**src/rtl/mantissa_multiplier_seq_pkg.sv**
```systemverilog
`default_nettype none
// ============================================================================
//  Module      : mantissa_multiplier_seq_pkg
//  Description : Shared FP32 types and constants for the multiplier front stage.
//  Revision    : 1.0 - initial release
// ============================================================================
package mantissa_multiplier_seq_pkg;

  typedef struct packed {
    logic       sign;
    logic [7:0] exp;
    logic [22:0] man;
  } fp32_t;

  localparam int FP_BIAS    = 127;
  localparam int FP_EXP_MAX = 255;
  localparam int FP_MAN_W   = 24;

  typedef enum logic [1:0] {
    IDLE = 2'd0,
    MUL  = 2'd1,
    DONE = 2'd2
  } mul_state_e;

endpackage : mantissa_multiplier_seq_pkg
`default_nettype wire

```
**src/rtl/mantissa_multiplier_seq_if.sv**
```systemverilog
`default_nettype none
// ============================================================================
//  Module      : mantissa_multiplier_seq_if
//  Description : Operand/result handshake bundle of the mantissa multiplier.
//  Revision    : 1.0 - initial release
// ============================================================================
interface mantissa_multiplier_seq_if;

  logic        in_valid;
  logic        in_ready;
  logic [31:0] a;
  logic [31:0] b;
  logic        out_valid;
  logic        out_ready;
  logic [23:0] fraction;
  logic [7:0]  exponent;
  logic        sign;
  logic        zero;
  logic        special;
  logic        exp_ovf;
  logic        exp_unf;

  modport master (
    output in_valid, a, b, out_ready,
    input  in_ready, out_valid, fraction, exponent, sign,
    input  zero, special, exp_ovf, exp_unf
  );

  modport slave (
    input  in_valid, a, b, out_ready,
    output in_ready, out_valid, fraction, exponent, sign,
    output zero, special, exp_ovf, exp_unf
  );

endinterface : mantissa_multiplier_seq_if
`default_nettype wire

```
**src/rtl/mantissa_multiplier_seq_shift_add_core.sv**
```systemverilog
`default_nettype none
// ============================================================================
//  Module      : mantissa_multiplier_seq_shift_add_core
//  Description : Radix-2 shift-and-add mantissa multiplier, one bit per cycle.
//  Revision    : 1.0 - initial release
// ============================================================================
module mantissa_multiplier_seq_shift_add_core #(
  parameter int MAN_W = 24
) (
  input  logic             clk,
  input  logic             rst_n,
  input  logic             i_start,
  input  logic [MAN_W-1:0] i_mcand,
  input  logic [MAN_W-1:0] i_mplier,
  output logic             o_last,
  output logic [MAN_W-1:0] o_product_hi
);

  localparam int                 c_cnt_w    = $clog2(MAN_W);
  localparam logic [c_cnt_w-1:0] c_cnt_init = c_cnt_w'(MAN_W - 1);

  logic [2*MAN_W-1:0] r_acc;
  logic [2*MAN_W-1:0] r_mcand;
  logic [2*MAN_W-1:0] w_acc_next;
  logic [MAN_W-1:0]   r_mplier;
  logic [c_cnt_w-1:0] r_cnt;
  logic               r_busy;

  always_comb begin
    w_acc_next = r_acc + (r_mplier[0] ? r_mcand : '0);
  end

  // The top captures the product on the same edge as the final iteration,
  // so it sees the post-add value rather than the registered accumulator.
  assign o_last       = r_busy && (r_cnt == '0);
  assign o_product_hi = w_acc_next[2*MAN_W-1:MAN_W];

  always_ff @(posedge clk or negedge rst_n) begin
    if (!rst_n) begin
      r_acc    <= '0;
      r_mcand  <= '0;
      r_mplier <= '0;
      r_cnt    <= '0;
      r_busy   <= 1'b0;
    end else if (i_start) begin
      r_acc    <= '0;
      r_mcand  <= {{MAN_W{1'b0}}, i_mcand};
      r_mplier <= i_mplier;
      r_cnt    <= c_cnt_init;
      r_busy   <= 1'b1;
    end else if (r_busy) begin
      r_acc    <= w_acc_next;
      r_mcand  <= r_mcand << 1;
      r_mplier <= r_mplier >> 1;
      if (r_cnt == '0) begin
        r_busy <= 1'b0;
      end else begin
        r_cnt <= r_cnt - 1'b1;
      end
    end
  end

endmodule : mantissa_multiplier_seq_shift_add_core
`default_nettype wire

```
**src/rtl/mantissa_multiplier_seq.sv**
```systemverilog
`default_nettype none
// ============================================================================
//  Module      : mantissa_multiplier_seq
//  Description : FP32 multiply front stage: unpack, exponent add, sign, and
//                sequential 24x24 mantissa product for the normalizer.
//  Revision    : 1.0 - initial release
// ============================================================================
module mantissa_multiplier_seq
  import mantissa_multiplier_seq_pkg::*;
#(
  parameter int MAN_W = FP_MAN_W,
  parameter int EXP_W = 8,
  parameter int BIAS  = FP_BIAS
) (
  input  logic                      clk,
  input  logic                      rst_n,
  mantissa_multiplier_seq_if.slave  bus
);

  localparam logic        [EXP_W-1:0] c_exp_max = EXP_W'(FP_EXP_MAX);
  localparam logic        [EXP_W+1:0] c_bias    = (EXP_W+2)'(BIAS);
  localparam logic signed [EXP_W+1:0] c_sum_hi  = (EXP_W+2)'(FP_EXP_MAX - 1);
  localparam logic signed [EXP_W+1:0] c_sum_lo  = (EXP_W+2)'(1);

  mul_state_e r_state;
  mul_state_e w_state_next;

  fp32_t                    w_a;
  fp32_t                    w_b;
  logic [EXP_W-1:0]         w_ea;
  logic [EXP_W-1:0]         w_eb;
  logic signed [EXP_W+1:0]  w_sum;
  logic                     w_zero;
  logic                     w_special;
  logic                     w_ovf;
  logic                     w_unf;
  logic                     w_short;
  logic [EXP_W-1:0]         w_exp_result;

  logic                     w_accept;
  logic                     w_start;
  logic                     w_capture;
  logic                     w_core_last;
  logic [MAN_W-1:0]         w_core_product;

  logic [MAN_W-1:0]         r_fraction;
  logic [EXP_W-1:0]         r_exponent;
  logic                     r_sign;
  logic                     r_zero;
  logic                     r_special;
  logic                     r_ovf;
  logic                     r_unf;

  assign w_a  = bus.a;
  assign w_b  = bus.b;
  assign w_ea = w_a.exp;
  assign w_eb = w_b.exp;

  // Ten-bit signed sum covers the full range -127..383 without wrap.
  assign w_sum     = {2'b00, w_ea} + {2'b00, w_eb} - c_bias;
  assign w_zero    = (w_ea == '0) || (w_eb == '0);
  assign w_special = (w_ea == c_exp_max) || (w_eb == c_exp_max);
  assign w_ovf     = !w_zero && !w_special && (w_sum > c_sum_hi);
  assign w_unf     = !w_zero && !w_special && (w_sum < c_sum_lo);
  assign w_short   = w_zero || w_special || w_ovf || w_unf;

  always_comb begin
    w_exp_result = w_sum[EXP_W-1:0];
    if (w_special) begin
      w_exp_result = c_exp_max;
    end else if (w_zero) begin
      w_exp_result = '0;
    end else if (w_ovf) begin
      w_exp_result = c_exp_max;
    end else if (w_unf) begin
      w_exp_result = '0;
    end
  end

  mantissa_multiplier_seq_shift_add_core #(
    .MAN_W (MAN_W)
  ) u_core (
    .clk          (clk),
    .rst_n        (rst_n),
    .i_start      (w_start),
    .i_mcand      ({1'b1, w_a.man}),
    .i_mplier     ({1'b1, w_b.man}),
    .o_last       (w_core_last),
    .o_product_hi (w_core_product)
  );

  always_ff @(posedge clk or negedge rst_n) begin
    if (!rst_n) begin
      r_state <= IDLE;
    end else begin
      r_state <= w_state_next;
    end
  end

  always_comb begin
    w_state_next = r_state;
    w_accept     = 1'b0;
    w_start      = 1'b0;
    w_capture    = 1'b0;
    case (r_state)
      IDLE: begin
        if (bus.in_valid) begin
          w_accept = 1'b1;
          if (w_short) begin
            w_state_next = DONE;
          end else begin
            w_start      = 1'b1;
            w_state_next = MUL;
          end
        end
      end
      MUL: begin
        if (w_core_last) begin
          w_capture    = 1'b1;
          w_state_next = DONE;
        end
      end
      DONE: begin
        if (bus.out_ready) begin
          w_state_next = IDLE;
        end
      end
      default: w_state_next = IDLE;
    endcase
  end

  always_ff @(posedge clk or negedge rst_n) begin
    if (!rst_n) begin
      r_fraction <= '0;
      r_exponent <= '0;
      r_sign     <= 1'b0;
      r_zero     <= 1'b0;
      r_special  <= 1'b0;
      r_ovf      <= 1'b0;
      r_unf      <= 1'b0;
    end else if (w_accept) begin
      r_fraction <= '0;
      r_exponent <= w_exp_result;
      r_sign     <= w_a.sign ^ w_b.sign;
      r_zero     <= w_zero;
      r_special  <= w_special;
      r_ovf      <= w_ovf;
      r_unf      <= w_unf;
    end else if (w_capture) begin
      r_fraction <= w_core_product;
    end
  end

  assign bus.in_ready  = (r_state == IDLE);
  assign bus.out_valid = (r_state == DONE);
  assign bus.fraction  = r_fraction;
  assign bus.exponent  = r_exponent;
  assign bus.sign      = r_sign;
  assign bus.zero      = r_zero;
  assign bus.special   = r_special;
  assign bus.exp_ovf   = r_ovf;
  assign bus.exp_unf   = r_unf;

endmodule : mantissa_multiplier_seq
`default_nettype wire

```
**src/flat_wrapper.sv**
```systemverilog
// flat-port wrapper written by rule: the top's interface ports become plain ports
module mantissa_multiplier_seq_flat import mantissa_multiplier_seq_pkg::*;
#(
  parameter int MAN_W = FP_MAN_W,
  parameter int EXP_W = 8,
  parameter int BIAS  = FP_BIAS
)
  (clk, rst_n, bus_in_valid, bus_a, bus_b, bus_out_ready, bus_in_ready, bus_out_valid, bus_fraction, bus_exponent, bus_sign, bus_zero, bus_special, bus_exp_ovf, bus_exp_unf);
  mantissa_multiplier_seq_if bus_i ();
  input  logic clk;
  input  logic rst_n;
  input wire logic [$bits(bus_i.in_valid)-1:0] bus_in_valid;
  input wire logic [$bits(bus_i.a)-1:0] bus_a;
  input wire logic [$bits(bus_i.b)-1:0] bus_b;
  input wire logic [$bits(bus_i.out_ready)-1:0] bus_out_ready;
  output wire logic [$bits(bus_i.in_ready)-1:0] bus_in_ready;
  output wire logic [$bits(bus_i.out_valid)-1:0] bus_out_valid;
  output wire logic [$bits(bus_i.fraction)-1:0] bus_fraction;
  output wire logic [$bits(bus_i.exponent)-1:0] bus_exponent;
  output wire logic [$bits(bus_i.sign)-1:0] bus_sign;
  output wire logic [$bits(bus_i.zero)-1:0] bus_zero;
  output wire logic [$bits(bus_i.special)-1:0] bus_special;
  output wire logic [$bits(bus_i.exp_ovf)-1:0] bus_exp_ovf;
  output wire logic [$bits(bus_i.exp_unf)-1:0] bus_exp_unf;
  assign bus_i.in_valid = bus_in_valid;
  assign bus_i.a = bus_a;
  assign bus_i.b = bus_b;
  assign bus_i.out_ready = bus_out_ready;
  assign bus_in_ready = bus_i.in_ready;
  assign bus_out_valid = bus_i.out_valid;
  assign bus_fraction = bus_i.fraction;
  assign bus_exponent = bus_i.exponent;
  assign bus_sign = bus_i.sign;
  assign bus_zero = bus_i.zero;
  assign bus_special = bus_i.special;
  assign bus_exp_ovf = bus_i.exp_ovf;
  assign bus_exp_unf = bus_i.exp_unf;
  mantissa_multiplier_seq #(.MAN_W(MAN_W), .EXP_W(EXP_W), .BIAS(BIAS)) u_core (.clk(clk), .rst_n(rst_n), .bus(bus_i));
endmodule
```
**config.mk**
```make
export PLATFORM = sky130hd
export DESIGN_NAME = mantissa_multiplier_seq_flat
export DESIGN_NICKNAME = d
export VERILOG_FILES = /design/src/rtl/mantissa_multiplier_seq_pkg.sv /design/src/rtl/mantissa_multiplier_seq_if.sv /design/src/rtl/mantissa_multiplier_seq_shift_add_core.sv /design/src/rtl/mantissa_multiplier_seq.sv /design/src/flat_wrapper.sv
export SDC_FILE = /design/constraint.sdc
export NUM_CORES = 1
export LEC_CHECK = 0
export CORE_ASPECT_RATIO = 1.4
export CORE_UTILIZATION = 50
export CTS_CLUSTER_DIAMETER = 150
export CTS_CLUSTER_SIZE = 10
export DETAILED_ROUTE_END_ITERATION = 8
export PLACE_DENSITY = 0.71
export REMOVE_ABC_BUFFERS = 1
export SLEW_MARGIN = 20
export SYNTH_ARGS = -nofsm -noshare
export SYNTH_HDL_FRONTEND = slang
export SYNTH_SLANG_ARGS = --single-unit
export TNS_END_PERCENT = 100
```
**constraint.sdc**
```tcl
create_clock -name clk -period 4.7 [get_ports clk]
set_clock_uncertainty 0.15 [all_clocks]
set_input_delay 1.175 -clock clk [delete_from_list [all_inputs] [get_ports clk]]
set_output_delay 1.175 -clock clk [all_outputs]
set_load 0.03 [all_outputs]
```
### After elaboration in Yosys (flattened, before gate mapping)

Cells that the tools add are included.

* reduce and logical (&&, ||, !) cells: 19
* add/subtract/negate cells: 4
* equal/unequal tests: 8
* bitwise logic cells: 1
* magnitude comparators: 2
* multiplexer cells: 31

Operator list (count)
* $mux 48: 5
* $mux 24: 4
* $add 48x48->48: 1
* $mux 8: 4
* $eq 8x8->1 const B: 2
* $logic_not 8->1: 2
* $mux 5: 3
* $gt 10x9->1 const B: 1
* $lt 10x2->1 const B: 1
* $mux 1: 10
* $sub 10x7->10 const B: 1
* $add 8x8->9: 1
* $mux 2: 4
* $ne 2x2->1 const B: 4
* $pmux 2 s3: 1
* $logic_not 5->1: 1
* $logic_or 1x1->1: 5
* $sub 5x1->5 const B: 1
* $logic_and 1x1->1: 4
* $reduce_bool 2->1: 2
* $reduce_and 3->1: 1
* $eq 2x1->1 const B: 1
* $eq 2x2->1 const B: 1
* $logic_not 1->1: 2
* other kinds (3): 3

* bits in registers: 165
* logic and storage cells: 78
* output and inout port bits: 39

### Longest topological paths before layout

Gate-level depths: netlist of the first run.

* depth after elaboration: 12
* mapped depth: 13

### Modules after synthesis

Synthesis of the first run repeated with hierarchy kept, for this count alone.

* cell total of the unflattened synthesis: 1138
* area, all modules: 10652.7 um^2

Modules (own cells, without submodules)
* mantissa_multiplier_seq_shift_add_core: instances 1, area an instance 8496.9 um^2, cells each 939
* mantissa_multiplier_seq: instances 1, area an instance 2155.8 um^2, cells each 199

### Worst setup path before layout of the first run

No wires, ideal clock.

* kind: input to register
* start: input bus_b[23]
* end: register u_core.u_core.r_mcand[0]
* setup time: 0.125 ns
* stages: 11
* slack: 0.391 ns
* data arrival time: 4.034 ns
* required time: 4.425 ns
* buffers on the path: 1
* cells stage by stage: ha_1 fa_1 a211oi_2 o21ai_0 a221oi_2 nand3_1 o22ai_1 a41oi_1 nor3_4 buf_6 mux2_2

* cells in the longest elaborated chain, start to end: 11
* elaborated cells between the ends (all ways): 21

Ends and longest elaborated chain
* from (decl): line flat_wrapper.sv:14 `input wire logic [$bits(bus_i.b)-1:0] bus_b;`
* parallel branches: the longest is 6 deep, another holds $sub 10x7->10
* $logic_or 1x1->1 (*): line mantissa_multiplier_seq.sv:65 `assign w_short = w_zero || w_special || w_ovf || w_unf;`
* $mux 1 (*): line mantissa_multiplier_seq.sv:109 `if (w_short) begin`
* $mux 1 (*): line mantissa_multiplier_seq.sv:107 `if (bus.in_valid) begin`
* $mux 1 (*): line mantissa_multiplier_seq.sv:105 `case (r_state)`
* $mux 48 / $reduce_bool 2->1 (equally long branches)
* to (signal assigned): line mantissa_multiplier_seq_shift_add_core.sv:47 `r_mcand <= {{MAN_W{1'b0}}, i_mcand};`
* to (signal assigned): line mantissa_multiplier_seq_shift_add_core.sv:53 `r_mcand <= r_mcand << 1;`
* to (decl): line mantissa_multiplier_seq_shift_add_core.sv:23 `logic [2*MAN_W-1:0] r_mcand;`

Every way passes the cells marked *.
A chain may end at the register's enable or synchronous reset.

### Final worst setup path of the first run

Same ends and word-level chain as after synthesis.

==> run_results.csv, run 1 <==
group,metric,value,unit
outcome,status,"finished clean",
timing,hold_viol_final,0,
routing,routed_wl,26200,µm
final_layout,nets,1432,
min_path,hp-start,"u_core.bus.exp_ovf",
worst_setup_path,slowest_stage,"clkdlybuf4s50_1",
worst_setup_path,critPathKind,"in -> reg",
clock_network,htree_num_levels,4,
timing,timing.final.ws_setup,0.1460,ns
floorplan,die_w,128.1,µm
yosys,synth_edf_count,0,
yosys,async_reset_ff_frac,1.000,
timing,hold_ws,0.3333,ns
worst_setup_path,cp_max_fo,19,
global_routing,grt_usage,0.2432,
final_layout,n_antenna_cell,0,
final_layout,seqCellArea,0.004133,mm²
power_and_ir_drop,p_int,4.757,mW
worst_setup_path,rrSetupSlack,0.58,ns
worst_setup_path,reg2reg_depth,11,
floorplan,die_h,178.6,µm
worst_setup_path,path_cells,"clkdlybuf4s50_1, ha_1, fa_1, a211oi_2, o21ai_0, a221oi_2, buf_4, and3_1, o31a_1, a41oi_2, nor3_4, buf_12, buf_12, mux2_2",
placed_design,port-buffer-count,106,
power_and_ir_drop,pwr-share-seq,0.299,
timing,setup-violations-final,0,
job,maxCapViolCount,0,
power_and_ir_drop,clockPowerShare,0.167,
min_path,min_to,"u_core.bus.exp_ovf",
worst_setup_path,critPathCaptureType,"register",
routing,routedWlPerCell,16.26,µm
worst_setup_path,slowest_delay,0.44,ns
clock_network,clock_latency,0.44,ns
min_path,holdPathStages,2,
timing,timing.final.crit_share,0.9689,
worst_setup_path,worstReg2RegEnd,"u_core.u_core.r_acc[47]",
final_layout,multi_input_area,0.006628,mm²
yosys,synth.avg_cell_area,9.422,µm²
clock_network,clock_sinks,165,
placed_design,hpwlAfterDp,19270,µm
power_and_ir_drop,total_power,8.102,mW
final_layout,utilization,0.6116,
worst_setup_path,startpoint_type,"input port",
final_layout,n_fill_cell,1923,
global_routing,gr-total-overflow,0,
clock_network,cts_tree,"yes",
global_routing,grt_max_degree,71,
clock_network,cts_resized,0,
yosys,synth.cell_area,0.01114,mm²
power_and_ir_drop,comb_power_share,0.534,
placed_design,placed_cell_area,0.01279,mm²
routing,first_iter_violations,435,
global_routing,grt_pass1_vias,9337,
final_layout,drive_gt1_frac,0.1545,
timing,slew_headroom,0.4955,
clock_network,numCtsBuffers,17,
final_layout,area_growth,20.04,%
timing,grt_setup_unrepaired,"no",
power_and_ir_drop,power.leakage,6.078,nW
placed_design,pre_cts_slack,-0.2736,ns
power_and_ir_drop,power.density,606.0,mW/mm²
routing,via_per_inst,5.765,
clock_network,clk_pin_slew_worst_paths,0.07,ns
worst_setup_path,cpMostUsedCell,"buf_12",
routing,dr_total_vias,9288,
worst_setup_path,worstPathRequired,4.86,ns
power_and_ir_drop,sw_frac_of_total,0.4129,
timing,post-route-min-period,4.554,ns
min_path,hold_path.class,"reg -> reg",
yosys,yosysSeqAreaShare,0.3707,
final_layout,final_cell_area,0.01337,mm²
floorplan,fp.dieArea,0.02288,mm²
routing,ant_nets,0,
routing,dr.pass1.iters,4,
routing,drc,0,
yosys,ys.flop_type,"dfrtp_1",
yosys,synthCells,1182,
power_and_ir_drop,ir_drop,0.3415,mV
placed_design,routabilityCongestion,0.8989,
timing,timing.fmax,219.6,MHz
yosys,synth-seq-cells,165,
clock_network,cts_setup_buffers,0,
clock_network,root_buffer,"clkbuf_16",
floorplan,num_rows,64,
clock_network,clk_path_buf_depth,2,
worst_setup_path,r2r-start,"u_core.u_core.r_mplier[0]",
floorplan,initial_core_util,0.5094,
floorplan,io_pins,107,
floorplan,coreArea,0.02186,mm²
yosys,yosysWarnings,0,
timing,maxSlewViolCount,0,
timing,worst_pin_slew,0.7568,ns
clock_network,cts-hold-fix-buffers,0,
global_routing,antenna_found_initial,0,
worst_setup_path,critPathArrivalTime,4.72,ns
global_routing,grt_pass1_wl,44080,µm
power_and_ir_drop,p_sw,3.345,mW
yosys,synth_cell_types,74,
[cells in the mapped netlist, types with 22 or more instances]
cell      number  area [µm²]
ha_1          59       738.2
mux2_2        88       991.0
o21ai_0       61       305.3
xnor2_1       36       315.3
nand3_1       52       260.3
mux2i_1       45       450.4
nand2_1       70       262.8
a21oi_1       75       375.4
and2_1        54       337.8
nor2_1       103       386.6
a21o_1        22       165.2
clkbuf_1      49       183.9
dfrtp_1      165        4129
[cells in the final DEF (no fill, tap or decap), types with 6 or more instances in the layout]
cell type | netlist | layout
clkdlybuf4s50_1 | 0 | 105
o211ai_1 | 10 | 10
mux2_2 | 88 | 88
and3_1 | 7 | 7
a31oi_1 | 15 | 15
o21ai_0 | 61 | 61
nand2b_1 | 10 | 10
mux2_1 | 8 | 8
a21oi_1 | 75 | 75
a211o_1 | 7 | 7
o2111ai_1 | 7 | 7
or4_1 | 6 | 6
nand3b_1 | 8 | 8
ha_1 | 59 | 59
buf_4 | 0 | 58
o21bai_1 | 8 | 8
nand2_1 | 70 | 70
nor2b_1 | 14 | 14
or2_2 | 7 | 7
mux2i_1 | 45 | 45
nor2_1 | 103 | 103
dfrtp_1 | 165 | 164
nand4_1 | 17 | 17
inv_1 | 21 | 21
xor2_1 | 13 | 13
clkbuf_16 | 0 | 17
and2_1 | 54 | 54
a21o_1 | 22 | 22
nand3_1 | 52 | 52
nor3_1 | 21 | 21
xnor2_1 | 36 | 36
a211oi_1 | 19 | 19
o21a_1 | 8 | 8
[cell type report]
class | instances | share of cell area
clock inverters | 12 | 0.009078
multi-input cells | 929 | 0.4957
inverters | 21 | 0.005896
repair buffers | 169 | 0.1195
well taps | 297 | 0.02780
clock buffers | 18 | 0.03285
flip-flops and latches | 165 | 0.3091
[power by group through the flow]
| stage | sequential, mW | combinational [mW] | clock (mW) |
|---|---|---|---|
| global route | 2.50 | 4.82 | 1.44 |
| finish | 2.42 | 4.33 | 1.35 |
| detailed placement | 2.44 | 4.33 | 0 |
| floorplan | 2.48 | 3.09 | 0 |
| CTS | 2.42 | 4.35 | 1.38 |
| global placement | 2.42 | 4.25 | 0 |
[worst max path at each step]
stage	startpoint	end	slack, ns	depth (start not counted)
final	bus_b[23]	u_core.u_core.r_mcand[0]	0.15	14
after global routing	bus_b[23]	u_core.u_core.r_mcand[21]	0.02	13
after CTS	bus_b[23]	u_core.u_core.r_mcand[0]	0.15	13
after detailed placement	bus_b[23]	u_core.u_core.r_mplier[1]	-0.27	13
after global placement	bus_b[23]	u_core.u_core.r_mcand[8]	-0.13	13
after floorplan	bus_b[23]	u_core.u_core.r_mcand[0]	-1.67	10
[worst max-delay path, delay by kind of cell]
kind,cells,cell delay (ns)
muxes,1,0.34
adders and majority gates,2,0.68
and+or+nand+nor,2,0.42
AOI/OAI and AO/OA,5,1.10
buffers and inverters,4,0.97
[per-stage QoR]
stage / TNS, ns / instances
3_5_place_dp: -17.51 / 1579
3_3_place_gp: -5.868 / 1579
4_1_cts: 0 / 1609
6_report: 0 / 1611
2_1_floorplan: -218.12 / 1115
5_1_grt: 0 / 1611
[sequential cells by signal, summed over array words and instances (netlist names), 2 cells and up]
name	cells
u_core.u_core.r_mplier	24
u_core.bus.exponent	8
u_core.u_core.r_cnt	5
u_core.u_core.r_mcand	48
u_core.bus.fraction	24
u_core.u_core.r_acc	48
u_core.r_state	2
[metal layers]
layer / global-route usage / vias up / routed length, µm
met4: 0.1064 / 0 / 788
met2: 0.4332 / 192 / 13480
met1: 0.2862 / 4470 / 11080
li1: - / 4567 / -
met3: 0.04049 / 59 / 851
met5: 0 / - / 0
[kinds of logic (layout without fill, tap and decap cells)]
group	after synthesis	count (layout)	share of synthesized area
DFF	165	165	0.3707
xor gates and xnor gates	49	49	0.03853
muxes	141	141	0.1375
adders and majority gates	61	61	0.06988
buffers and inverters	88	220	0.03415
and+or+nand+nor	389	389	0.1764
AOI/OAI and AO/OA	289	289	0.1728
Power figures use the tool's default switching activity.
==> run 2, diff against run 1 <==
ABC_AREA = 1   (was default)
==> run 2 against run 1 <==
Against the previous run:
- wire length increased by 9.0%
- critical path depth grew 6
- via count grew 9.9%
- setup slack better by 0.21 ns
- design area down 3.7%
- clock power is 9% higher
- die area down 1.8%
- largest power group unchanged
==> run_results.csv, run 2 <==
group,metric,value,unit
outcome,status,"finished clean",
yosys,synth_area_leaders,"dfrtp_1 38%, nand2_1 19%, nand3_1 7.9%",
final_layout,layout_commonest_cell,"nand2_1",
global_routing,grt_use_met1,0.3001,
yosys,synthCells,1540,
yosys,async_reset_ff_frac,1.000,
worst_setup_path,r2r-start,"u_core.u_core.r_mplier[0]",
placed_design,routabilityCongestion,0.9479,
placed_design,port-buffer-count,106,
min_path,hp-start,"u_core.bus.fraction[21]",
yosys,synth.cell_area,0.01093,mm²
clock_network,cts_resized,0,
floorplan,die_w,127.0,µm
timing,setup_tns,0,ns
final_layout,reg_top3,"u_core.u_core.r_acc x48, u_core.u_core.r_mcand x48",
worst_setup_path,crit_path_start,"bus_b[23]",
worst_setup_path,worstReg2RegEnd,"u_core.bus.fraction[14]",
worst_setup_path,critPathArrivalTime,4.58,ns
worst_setup_path,worstPathRequired,4.93,ns
final_layout,n_antenna_cell,0,
power_and_ir_drop,pwr-share-seq,0.333,
floorplan,io_pins,107,
timing,slew_headroom,0.3993,
global_routing,grt_usage,0.2712,
floorplan,num_rows,63,
yosys,synth_top_area_cell,"dfrtp_1",
timing,timing.final.crit_share,0.9253,
floorplan,die_h,177.0,µm
worst_setup_path,critPathCaptureType,"register",
clock_network,clk_path_buf_depth,2,
timing,hold_ws,0.3268,ns
placed_design,placed_cell_area,0.01227,mm²
routing,via_per_inst,5.351,
final_layout,area_growth,17.75,%
global_routing,grt_pass1_vias,10240,
timing,post-route-min-period,4.349,ns
power_and_ir_drop,power.leakage,7.009,nW
routing,first_iter_violations,484,
yosys,synth_commonest_cells,"554 x nand2_1, 172 x nand3_1, 165 x dfrtp_1, 141 x inv_1, 108 x nor2_1",
yosys,ys.flop_type,"dfrtp_1",
final_layout,nets,1763,
global_routing,grt-busiest-layer,"met2",
floorplan,fp.dieArea,0.02247,mm²
power_and_ir_drop,ir_drop,0.2873,mV
min_path,hold_path.class,"reg -> reg",
yosys,yosysSeqAreaShare,0.3776,
timing,grt_setup_unrepaired,"no",
routing,routed_wl,28550,µm
final_layout,drive_gt1_frac,0.04554,
yosys,yosysWarnings,0,
yosys,synth_cell_types,45,
clock_network,clock_sinks,165,
yosys,synth_edf_count,0,
worst_setup_path,cp_max_fo,40,
clock_network,cts-hold-fix-buffers,0,
min_path,min_to,"u_core.bus.fraction[21]",
power_and_ir_drop,p_int,3.709,mW
worst_setup_path,critPathKind,"in -> reg",
clock_network,cts_setup_buffers,0,
routing,dr_total_vias,10200,
routing,dr.pass1.iters,5,
min_path,holdPathStages,2,
power_and_ir_drop,comb_power_share,0.439,
worst_setup_path,reg2reg_depth,15,
clock_network,cts_tree,"yes",
clock_network,clock_latency,0.44,ns
clock_network,numCtsBuffers,17,
timing,hold_viol_final,0,
final_layout,n_fill_cell,2037,
final_layout,utilization,0.6049,
clock_network,clk_pin_slew_worst_paths,0.07,ns
placed_design,hpwlAfterDp,21530,µm
timing,setup-violations-final,0,
global_routing,met3_usage,0.02963,
job,maxCapViolCount,0,
global_routing,use_met2,0.5082,
worst_setup_path,rrSetupSlack,1.06,ns
power_and_ir_drop,clockPowerShare,0.229,
timing,timing.fmax,230.0,MHz
power_and_ir_drop,sw_frac_of_total,0.4216,
floorplan,coreArea,0.02128,mm²
power_and_ir_drop,power.density,498.1,mW/mm²
power_and_ir_drop,p_sw,2.704,mW
routing,routedWlPerCell,14.97,µm
routing,drc,0,
worst_setup_path,startpoint_type,"input port",
yosys,yosysTopAreaCellShare,0.3776,
floorplan,initial_core_util,0.5138,
final_layout,layout_common_cells,"554 x nand2_1, 172 x nand3_1, 165 x dfrtp_1, 141 x inv_1, 107 x nor2_1",
yosys,synth_most_common_cell,"nand2_1",
global_routing,antenna_found_initial,0,
timing,maxSlewViolCount,0,
final_layout,final_cell_area,0.01287,mm²
timing,worst_pin_slew,0.9000,ns
global_routing,grt_pass1_wl,48090,µm
clock_network,root_buffer,"clkbuf_16",
routing,ant_nets,0,
power_and_ir_drop,total_power,6.413,mW
global_routing,grt_max_degree,109,
yosys,synth-seq-cells,165,
clock_network,htree_num_levels,4,
yosys,synth.avg_cell_area,7.100,µm²
global_routing,gr-total-overflow,0,
[run 2: logic make-up after synthesis]
| logic type | synth area share |
|---|---|
| XOR/XNOR | 0.03845 |
| AND/OR/NAND/NOR | 0.3418 |
| AO/OA/AOI/OAI | 0.09601 |
| flip-flops | 0.3776 |
| adder cells (fa/ha/maj) | 0.07118 |
| buffers and inverters | 0.07495 |
[run 2: how the worst max path moves through the flow]
stage | to | slack (ns) | cells after the start
final | u_core.u_core.r_mcand[12] | 0.35 | 20
after detailed placement | u_core.u_core.r_mcand[22] | -0.07 | 20
after CTS | u_core.u_core.r_mcand[12] | 0.38 | 20
after floorplan | u_core.u_core.r_mplier[1] | -0.005 | 18
after global routing | u_core.u_core.r_mcand[12] | 0.09 | 20
after global placement | u_core.u_core.r_mcand[6] | 0.0007 | 20
[run 2: power by group through the flow]
stage | Sequential, mW | Clock (mW) | Combinational [mW]
floorplan | 2.23 | 0 | 1.78
global placement | 2.14 | 0 | 2.77
detailed placement | 2.15 | 0 | 2.83
CTS | 2.13 | 1.49 | 2.84
global route | 2.19 | 1.55 | 3.18
finish | 2.13 | 1.47 | 2.81
[run 2: routing by layer]
layer | vias up | part of all wire | wire, µm
li1 | 5185 | - | -
met1 | 4713 | 0.41 | 11690
met2 | 235 | 0.53 | 15020
met3 | 71 | 0.024 | 697
met4 | 0 | 0.040 | 1147
met5 | - | 0 | 0
[run 2: cell type report]
cell class,instances,area [µm²],area share
Clock buffer,21,470.5,0.03654
Clock inverter,11,138.9,0.01079
Inverter,150,563.0,0.04373
Multi-Input combinational cell,1176,5988,0.4651
Sequential cell,165,4129,0.3207
Tap cell,260,325.3,0.02527
Timing Repair Buffer,124,1260,0.09786
[run 2: metrics by stage]
stage / worst slack (ns) / cells
after floorplan: -0.005002 / 1491
after global placement: 0.0007314 / 1875
after detailed placement: -0.07404 / 1875
after CTS: 0.3849 / 1907
after global routing: 0.08755 / 1907
final: 0.3513 / 1907
[run 2: worst max-delay path: stages]
cell,delay (ns)
clkdlybuf4s50_1,0.44
ha_1,0.25
fa_1,0.55
ha_1,0.18
nand3_1,0.10
clkinv_1,0.08
nand3_1,0.09
nor2_1,0.15
nand3_1,0.14
nand2_1,0.11
inv_1,0.07
nand3_2,0.10
nand2_2,0.09
nor2_8,0.15
nand3_4,0.13
buf_12,0.20
inv_2,0.07
buf_4,0.27
nand2_1,0.10
nand3_1,0.10
==> run 3, diff against run 2 <==
CTS_CLUSTER_DIAMETER = default   (was 150)
==> results of run 3 <==
Same layout as run 2: the final DEF is identical, and so are final timing and power.
